$ cat src/rtl/axis2ram_pkg.sv
// Shared types and default geometry for the AXIS-to-RAM frame writer.
package axis2ram_pkg;

    typedef enum logic [1:0] {IDLE, WAIT_SOF, ACTIVE, DRAIN} state_t;

    localparam int unsigned DEF_DATA_W  = 8;
    localparam int unsigned DEF_TDATA_W = 24;
    localparam int unsigned DEF_ADDR_W  = 20;
    localparam int unsigned DEF_COL_W   = 11;
    localparam int unsigned DEF_ROW_W   = 10;
    localparam int unsigned DEF_IMG_W   = 640;
    localparam int unsigned DEF_IMG_H   = 480;

    // BT.601 luma weights scaled by 256
    localparam int unsigned GRAY_R = 77;
    localparam int unsigned GRAY_G = 150;
    localparam int unsigned GRAY_B = 29;

endpackage

$ cat src/rtl/axis2ram_addr_calc.sv
// S1/S2 of the write pipeline: row*IMG_W + col address and write data, flushed by reset.
// Define AXIS2RAM_GRAY_EN to convert RGB888 to 8-bit luma across the same two stages.
module axis2ram_addr_calc
    import axis2ram_pkg::*;
#(
    parameter int unsigned ADDR_W = DEF_ADDR_W,
    parameter int unsigned DATA_W = DEF_DATA_W,
    parameter int unsigned PIX_W  = DEF_DATA_W,
    parameter int unsigned COL_W  = DEF_COL_W,
    parameter int unsigned ROW_W  = DEF_ROW_W,
    parameter int unsigned IMG_W  = DEF_IMG_W
) (
    input  logic              clk,
    input  logic              flush,
    input  logic              s0_wv,
    input  logic [ROW_W-1:0]  s0_row,
    input  logic [COL_W-1:0]  s0_col,
    input  logic [PIX_W-1:0]  s0_data,
    output logic              ram_we,
    output logic [ADDR_W-1:0] ram_addr,
    output logic [DATA_W-1:0] ram_din
);

    localparam logic signed [ADDR_W-1:0] IMG_W_S = ADDR_W'(IMG_W);

    logic signed [ADDR_W-1:0] row_s;
    logic                     s1_wv;
    logic [ADDR_W-1:0]        s1_prod;
    logic [COL_W-1:0]         s1_col;

    assign row_s = ADDR_W'(s0_row);

    // Address path; product and sum wrap modulo 2^ADDR_W
    always_ff @(posedge clk) begin
        if (flush) begin
            s1_wv    <= 1'b0;
            s1_prod  <= '0;
            s1_col   <= '0;
            ram_we   <= 1'b0;
            ram_addr <= '0;
        end else begin
            s1_wv    <= s0_wv;
            s1_prod  <= ADDR_W'(row_s * IMG_W_S);
            s1_col   <= s0_col;
            ram_we   <= s1_wv;
            ram_addr <= s1_prod + ADDR_W'(s1_col);
        end
    end

`ifdef AXIS2RAM_GRAY_EN
    localparam int unsigned PROD_W = DATA_W + 8;
    localparam int unsigned SUM_W  = PROD_W + 2;

    logic [PROD_W-1:0] s1_r, s1_g, s1_b;
    logic [SUM_W-1:0]  gray_sum;
    logic [SUM_W-1:0]  gray_shr;
    logic [DATA_W-1:0] gray_val;

    always_comb begin
        gray_sum = SUM_W'(s1_r) + SUM_W'(s1_g) + SUM_W'(s1_b);
        gray_shr = gray_sum >> 8;
        gray_val = DATA_W'(gray_shr);
        if (gray_shr > SUM_W'((1 << DATA_W) - 1)) begin
            gray_val = '1;
        end
    end

    always_ff @(posedge clk) begin
        if (flush) begin
            s1_r    <= '0;
            s1_g    <= '0;
            s1_b    <= '0;
            ram_din <= '0;
        end else begin
            s1_r    <= PROD_W'(GRAY_R) * PROD_W'(s0_data[2*DATA_W +: DATA_W]);
            s1_g    <= PROD_W'(GRAY_G) * PROD_W'(s0_data[DATA_W +: DATA_W]);
            s1_b    <= PROD_W'(GRAY_B) * PROD_W'(s0_data[0 +: DATA_W]);
            ram_din <= gray_val;
        end
    end
`else
    logic [DATA_W-1:0] s1_data;

    always_ff @(posedge clk) begin
        if (flush) begin
            s1_data <= '0;
            ram_din <= '0;
        end else begin
            s1_data <= DATA_W'(s0_data);
            ram_din <= s1_data;
        end
    end
`endif

endmodule

$ cat src/rtl/axis2ram_wr_ctrl.sv
// AXI4-Stream video sink: one frame per ap_start, pixels written linearly to the frame-buffer RAM.
// Define AXIS2RAM_GRAY_EN to write RGB888 luma instead of the low tdata bits.
module axis2ram_wr_ctrl
    import axis2ram_pkg::*;
#(
    parameter int unsigned DATA_W  = DEF_DATA_W,
    parameter int unsigned TDATA_W = DEF_TDATA_W,
    parameter int unsigned ADDR_W  = DEF_ADDR_W,
    parameter int unsigned COL_W   = DEF_COL_W,
    parameter int unsigned ROW_W   = DEF_ROW_W,
    parameter int unsigned IMG_W   = DEF_IMG_W,
    parameter int unsigned IMG_H   = DEF_IMG_H
) (
    input  logic               ap_clk,
    input  logic               ap_rst,
    input  logic               ap_start,
    output logic               ap_idle,
    output logic               ap_done,
    input  logic [TDATA_W-1:0] s_axis_tdata,
    input  logic               s_axis_tvalid,
    output logic               s_axis_tready,
    input  logic               s_axis_tuser,
    input  logic               s_axis_tlast,
    output logic               ram_we,
    output logic [ADDR_W-1:0]  ram_addr,
    output logic [DATA_W-1:0]  ram_din,
    output logic               err_eol,
    output logic               err_sof
);

`ifdef AXIS2RAM_GRAY_EN
    localparam int unsigned PIX_W = TDATA_W;
`else
    localparam int unsigned PIX_W = DATA_W;
    logic unused_tdata;
    assign unused_tdata = ^s_axis_tdata[TDATA_W-1:DATA_W];
`endif

    state_t           state;
    logic [ROW_W-1:0] row;
    logic [COL_W-1:0] col;
    logic             full;

    logic             s0_wv;
    logic [ROW_W-1:0] s0_row;
    logic [COL_W-1:0] s0_col;
    logic [PIX_W-1:0] s0_data;

    logic             acc, take, wr, at_end, eol_hit, sof_hit, last;
    logic             b_full, n_full;
    logic [ROW_W-1:0] b_row, n_row;
    logic [COL_W-1:0] b_col, n_col;

    // Beat classification; a tuser beat always lands at (0,0)
    always_comb begin
        acc     = s_axis_tvalid && s_axis_tready;
        take    = acc && ((state == ACTIVE) || ((state == WAIT_SOF) && s_axis_tuser));
        b_row   = s_axis_tuser ? '0 : row;
        b_col   = s_axis_tuser ? '0 : col;
        b_full  = s_axis_tuser ? 1'b0 : full;
        wr      = take && !b_full;
        at_end  = (b_col == COL_W'(IMG_W - 1));
        n_row   = b_row;
        n_col   = b_col;
        n_full  = b_full;
        if (s_axis_tlast) begin
            n_row  = b_row + ROW_W'(1);
            n_col  = '0;
            n_full = 1'b0;
        end else if (at_end) begin
            n_full = 1'b1;
        end else begin
            n_col = b_col + COL_W'(1);
        end
        eol_hit = take && (b_full || (s_axis_tlast && !at_end));
        sof_hit = acc && (state == ACTIVE) && s_axis_tuser;
        last    = take && s_axis_tlast && (b_row == ROW_W'(IMG_H - 1));
    end

    always_ff @(posedge ap_clk) begin
        if (ap_rst) begin
            state         <= IDLE;
            ap_idle       <= 1'b1;
            ap_done       <= 1'b0;
            s_axis_tready <= 1'b0;
            err_eol       <= 1'b0;
            err_sof       <= 1'b0;
            row           <= '0;
            col           <= '0;
            full          <= 1'b0;
            s0_wv         <= 1'b0;
            s0_row        <= '0;
            s0_col        <= '0;
            s0_data       <= '0;
        end else begin
            ap_done <= 1'b0;
            s0_wv   <= wr;
            s0_row  <= b_row;
            s0_col  <= b_col;
            s0_data <= s_axis_tdata[PIX_W-1:0];
            if (take) begin
                row  <= n_row;
                col  <= n_col;
                full <= n_full;
            end
            if (eol_hit) err_eol <= 1'b1;
            if (sof_hit) err_sof <= 1'b1;
            case (state)
                IDLE: begin
                    if (ap_start) begin
                        state         <= WAIT_SOF;
                        ap_idle       <= 1'b0;
                        s_axis_tready <= 1'b1;
                        err_eol       <= 1'b0;
                        err_sof       <= 1'b0;
                    end
                end
                WAIT_SOF: begin
                    if (take) state <= ACTIVE;
                end
                ACTIVE: ;
                DRAIN: begin
                    // S0 empty means the last write is leaving S1 on this edge
                    if (!s0_wv) begin
                        ap_done <= 1'b1;
                        if (ap_start) begin
                            state         <= WAIT_SOF;
                            s_axis_tready <= 1'b1;
                        end else begin
                            state   <= IDLE;
                            ap_idle <= 1'b1;
                        end
                    end
                end
            endcase
            if (last) begin
                state         <= DRAIN;
                s_axis_tready <= 1'b0;
                row           <= '0;
                col           <= '0;
                full          <= 1'b0;
            end
        end
    end

    axis2ram_addr_calc #(
        .ADDR_W (ADDR_W),
        .DATA_W (DATA_W),
        .PIX_W  (PIX_W),
        .COL_W  (COL_W),
        .ROW_W  (ROW_W),
        .IMG_W  (IMG_W)
    ) u_addr_calc (
        .clk      (ap_clk),
        .flush    (ap_rst),
        .s0_wv    (s0_wv),
        .s0_row   (s0_row),
        .s0_col   (s0_col),
        .s0_data  (s0_data),
        .ram_we   (ram_we),
        .ram_addr (ram_addr),
        .ram_din  (ram_din)
    );

endmodule
$ cat config.mk
export PLATFORM = sky130hd
export DESIGN_NAME = axis2ram_wr_ctrl
export DESIGN_NICKNAME = d
export VERILOG_FILES = /design/src/rtl/axis2ram_pkg.sv /design/src/rtl/axis2ram_addr_calc.sv /design/src/rtl/axis2ram_wr_ctrl.sv
export SDC_FILE = /design/constraint.sdc
export NUM_CORES = 1
export LEC_CHECK = 0
export BUFFER_PORTS_ARGS = -buffer_cell sky130_fd_sc_hd__buf_4
export CAP_MARGIN = 30
export CORE_ASPECT_RATIO = 2
export CORE_MARGIN = 1
export CORE_UTILIZATION = 57
export DETAILED_ROUTE_END_ITERATION = 16
export PLACE_DENSITY = 0.79
export REMOVE_ABC_BUFFERS = 1
export SYNTH_ARGS = -nofsm -noshare
export SYNTH_HDL_FRONTEND = slang
export SYNTH_HIERARCHICAL = 1
export SYNTH_SLANG_ARGS = --single-unit
$ cat constraint.sdc
create_clock -name ap_clk -period 2.8 [get_ports ap_clk]
set_input_delay 0.28 -clock ap_clk [delete_from_list [all_inputs] [get_ports ap_clk]]
set_output_delay 0.28 -clock ap_clk [all_outputs]
set_load 0.005 [all_outputs]
# == Yosys cells after proc, flatten, opt, wreduce, memory -nomap -nowiden ==
# Index checks and enable logic that the tools add are counted.
# word_totals
inputBits,30
out_inout_bits,34
register_bits,128
elab_cells,87
# op_classes
n_reduce_logical,22
multipliers,1
eq_ne,11
muxes,28
bitwise,1
add_sub_neg,3
# ops
cell,n
$mux W11,3
$add A20 B11 Y20,1
$mux W10,2
$mux W1,16
$mul A10 B3 Y13 const B,1
$add A11 B1 Y11 const B,1
$eq A11 B10 Y1 const B,1
$add A10 B1 Y10 const B,1
$eq A10 B9 Y1 const B,1
$logic_and A1 B1 Y1,10
$ne A3 B3 Y1 const B,3
$mux W2,4
$reduce_and A4 Y1,2
$ne A2 B2 Y1 const B,3
$pmux W2 S3,1
$eq A2 B2 Y1 const B,2
$pmux W1 S2,2
$reduce_bool A4 Y1,1
$reduce_or A2 Y1,2
$eq A2 B1 Y1 const B,1
$logic_not A1 Y1,2
$logic_not A2 Y1,1
$logic_or A1 B1 Y1,2
$reduce_and A2 Y1,1
2 further kinds,2

# == Logic depth before layout (Yosys ltp) ==
# logic_depth
word_depth,9
ltp_mapped,10
ltp_nobuf,7

# == Hierarchy ==
# The synthesis kept the hierarchy.
# by_module_without_submodules
module,area_per_inst_um2,cells_each,n_inst
axis2ram_wr_ctrl,2658.8,293,1
axis2ram_addr_calc,2382.3,223,1

# == Worst setup path before layout ==
# Ideal clock, no wire load.
# synth_timing
path_kind,register to register
startpoint,register s0_row[1]
endpoint,register u_addr_calc.s1_prod[16]
required_ns,2.721
slack_ns,0.647
stages_incl_launch_ff,8
arrival_ns,2.074
setup_time_ns,0.079
cell_sequence,dfxtp_1 -> ha_1 -> ha_1 -> fa_1 -> a211oi_1 -> nor2_1 -> or4_1 -> o211ai_1
# synth_between
elab_chain_cells,1
# synth_rtl
item,line_no,rtl
"start, declared",axis2ram_wr_ctrl.sv:45,logic [ROW_W-1:0] s0_row;
"start signal, assigned",axis2ram_wr_ctrl.sv:98,s0_row <= b_row;
$mul A10 B3 Y13,axis2ram_addr_calc.sv:43,s1_prod <= ADDR_W'(row_s * IMG_W_S);
"end signal, assigned",axis2ram_addr_calc.sv:43,
"end, declared",axis2ram_addr_calc.sv:28,logic [ADDR_W-1:0] s1_prod;
# No other way between the ends.
# A chain may end at the register's enable or synchronous reset.

# == Worst setup path in the final report ==
# Same ends and word-level chain as after synthesis.

==> results.cfg <==
[outcome]
status = finished clean

[floorplanning]
row_count = 48
coreArea_um2 = 8588
die_y_um = 135.0
start_util = 0.5870
die_width_um = 68.50
io_pins = 64
dieArea_um2 = 9247

[power]
powerDensity_nw_per_um2 = 690.4
leakage_nw = 2.411
peakVddDrop_mv = 0.5351

[final_layout]
synthToLayoutAreaGrowth_pct = 17.50
fin_nets = 618
antenna_cells = 0
drive_gt1_frac = 0.1780

[worst_hold_path]
worstHoldEndpoint = s0_data[0]$_SDFF_PP0_
min_path_cells = 2
hp-class = primary input to flip-flop
hp-start = s_axis_tdata[0]

[detailed_routing]
routed_wirelength_um = 9811
wl_per_cell_um = 14.58
wl_met1_um = 3637
detailroute.wirelength.met3_um = 406
dr.max_layer_used = met4
met2_length_um = 5453
viasPerCell = 5.828
vias = 3922
drc_errors = 0
dr.first_iter.drc_count = 192
ant_nets = 0
dr.pass1.iters = 5

[timing]
post-route-min-period_ns = 2.324
setup_slack_ns = 0.4755
final_min_period_over_clock_period = 0.8302
tightest_slew_ns = 0.7589
finalHoldWorstSlack_ns = 0.07701
slew_violations = 0
max_freq_mhz = 430.2
finalSetupViolCount = 0
rsz0062_at_grt = false
fin_setup_tns_ns = 0
hold_viol = 0
relSlewSlack = 0.4922
fin_skew_ns = 0.005169

[logic_synthesis]
synth.largest_area_cell = dfxtp_1
ys.flop_type = dfxtp_1
synth_area_leaders = dfxtp_1, nor2b_1, ha_1
yosys-top-cells-count = dfxtp_1, nor2b_1, a21oi_1
yosys_warnings = 6
netlist.area_leader.share = 0.4805
synth_cell_types = 68
ys_seq_area_frac = 0.4805
syn-cell-area_um2 = 5041
synth_enable_flop_cells = 0
async_flop_share = 0
syn-instance-count = 516
syn_area_per_cell_um2 = 9.770
ys_ff_latch = 121
yosys.cell_count.top_type = dfxtp_1

[critical_path]
critPathLaunchType = flip-flop
rr_startpoint = s0_row[1]$_SDFF_PP0_
rrSetupSlack_ns = 0.48
reg2reg_depth = 7
cp_data_arrival_time_ns = 2.65
required_ns = 3.13
worstSetupPathType = flip-flop to flip-flop
end_kind = flip-flop
r2r-end = u_addr_calc/s1_prod[16]$_SDFF_PP0_
cp_max_fo = 4

[place]
portBuffers = 47
pre_cts_ws_ns = 0.5281
dpl.hpwl_um = 6766
routabilityCongestion = 0.8343

[cts]
h-tree-depth = 4
numCtsBuffers = 17
worstSkewPairLatency_ns = 0.41
clock-sinks = 121
ctsHoldBuffers = 0
cts_tree = yes
clock_path_buffers = 2
cts-root-buf = clkbuf_16
clkTransAtPathRegs_ns = 0.06
post_cts_resized = 0
cts_setup_buffers = 0

[run]
drv_cap = 0

[global_route]
grt_max_degree = 46
grt_overflow_total = 0
grt_pass1_vias = 3723
grt_antenna_before_repair = 0
grt_usage = 0.2398
grt_pass1_wl_um = 16500
## cell families after synthesis
group,count (synthesis),synth area share
and+or+nand+nor,226,0.2646
DFF,121,0.4805
muxes,2,0.003971
adders and majority gates,28,0.07247
xor gates and xnor gates,4,0.006951
AOI/OAI and AO/OA,104,0.1360
buffers and inverters,31,0.03549
## layer usage
metal	vias to the layer above	global-route usage
met1	1855	0.2406
li1	1924	-
met2	113	0.4178
met3	30	0.07686
met4	0	0.1273
met5	-	0
## how the worst max path moves through the flow
stage | start | depth (start not counted) | slack [ns] | endpoint
global placement | s0_row[1]$_SDFF_PP0_ | 7 | 0.57 | u_addr_calc/s1_prod[16]$_SDFF_PP0_
CTS | s0_row[1]$_SDFF_PP0_ | 7 | 0.51 | u_addr_calc/s1_prod[16]$_SDFF_PP0_
floorplan | s0_row[1]$_SDFF_PP0_ | 7 | 0.65 | u_addr_calc/s1_prod[16]$_SDFF_PP0_
global route | s0_row[1]$_SDFF_PP0_ | 7 | 0.38 | u_addr_calc/s1_prod[16]$_SDFF_PP0_
detailed placement | s0_row[1]$_SDFF_PP0_ | 7 | 0.53 | u_addr_calc/s1_prod[16]$_SDFF_PP0_
finish | s0_row[1]$_SDFF_PP0_ | 7 | 0.48 | u_addr_calc/s1_prod[16]$_SDFF_PP0_
## power breakdown
part           internal (W)  leakage (nW)  switching [W]
clock network       0.00114         0.262       0.000815
logic              0.000135          1.17       0.000208
registers           0.00176         0.979      0.0000285
## state kept, by name, summed over array words and instances (netlist names)
name / cells
err_sof: 1
s0_wv: 1
u_addr_calc/s1_wv: 1
col: 11
err_eol: 1
s0_row: 10
u_addr_calc/s1_data: 8
s0_data: 8
ap_idle: 1
u_addr_calc/ram_addr: 20
state: 2
u_addr_calc/ram_we: 1
u_addr_calc/s1_col: 11
full: 1
u_addr_calc/s1_prod: 13
row: 10
s_axis_tready: 1
u_addr_calc/ram_din: 8
s0_col: 11
ap_done: 1
## cells in the final DEF, fill, tap and decap left out, drive strengths merged, types with 9 or more instances in the layout
cell    count
a21o        9
a21oi      31
a31oi      10
and2       20
buf        49
clkbuf     17
dfxtp     121
ha         26
inv        14
nand2      27
nand3      19
nand4      11
nor2       27
nor2b      59
nor3       14
o21ai      17
or3         9
## critical path, cell delays in order, from the launching register on
cell and delay [ns]:
dfxtp_1 0.31, ha_1 0.29, ha_1 0.23, fa_1 0.43
a211oi_1 0.25, nor2_1 0.13, or4_1 0.50, o211ai_1 0.11
## through the flow
step	cell area, um2	total power (W)	instances	utilization
floorplan	4888	0.002040	492	-
CTS	5923	0.004120	673	0.6897
global placement	5381	0.002144	641	0.6266
global route	5923	0.004234	673	0.6897
detailed placement	5381	0.002167	641	0.6266
finish	5923	0.004090	673	0.6897
## cell type report
class / count / area, um2
multi-input combinational: 364 / 2440
sequential: 121 / 2422
tap: 100 / 125.1
fill: 653 / 2665
clock buffer: 17 / 425.4
clock inverter: 15 / 116.4
inverter: 7 / 26.28
timing repair buffer: 49 / 367.9
Note: power is estimated with default switching activity, not from simulation.
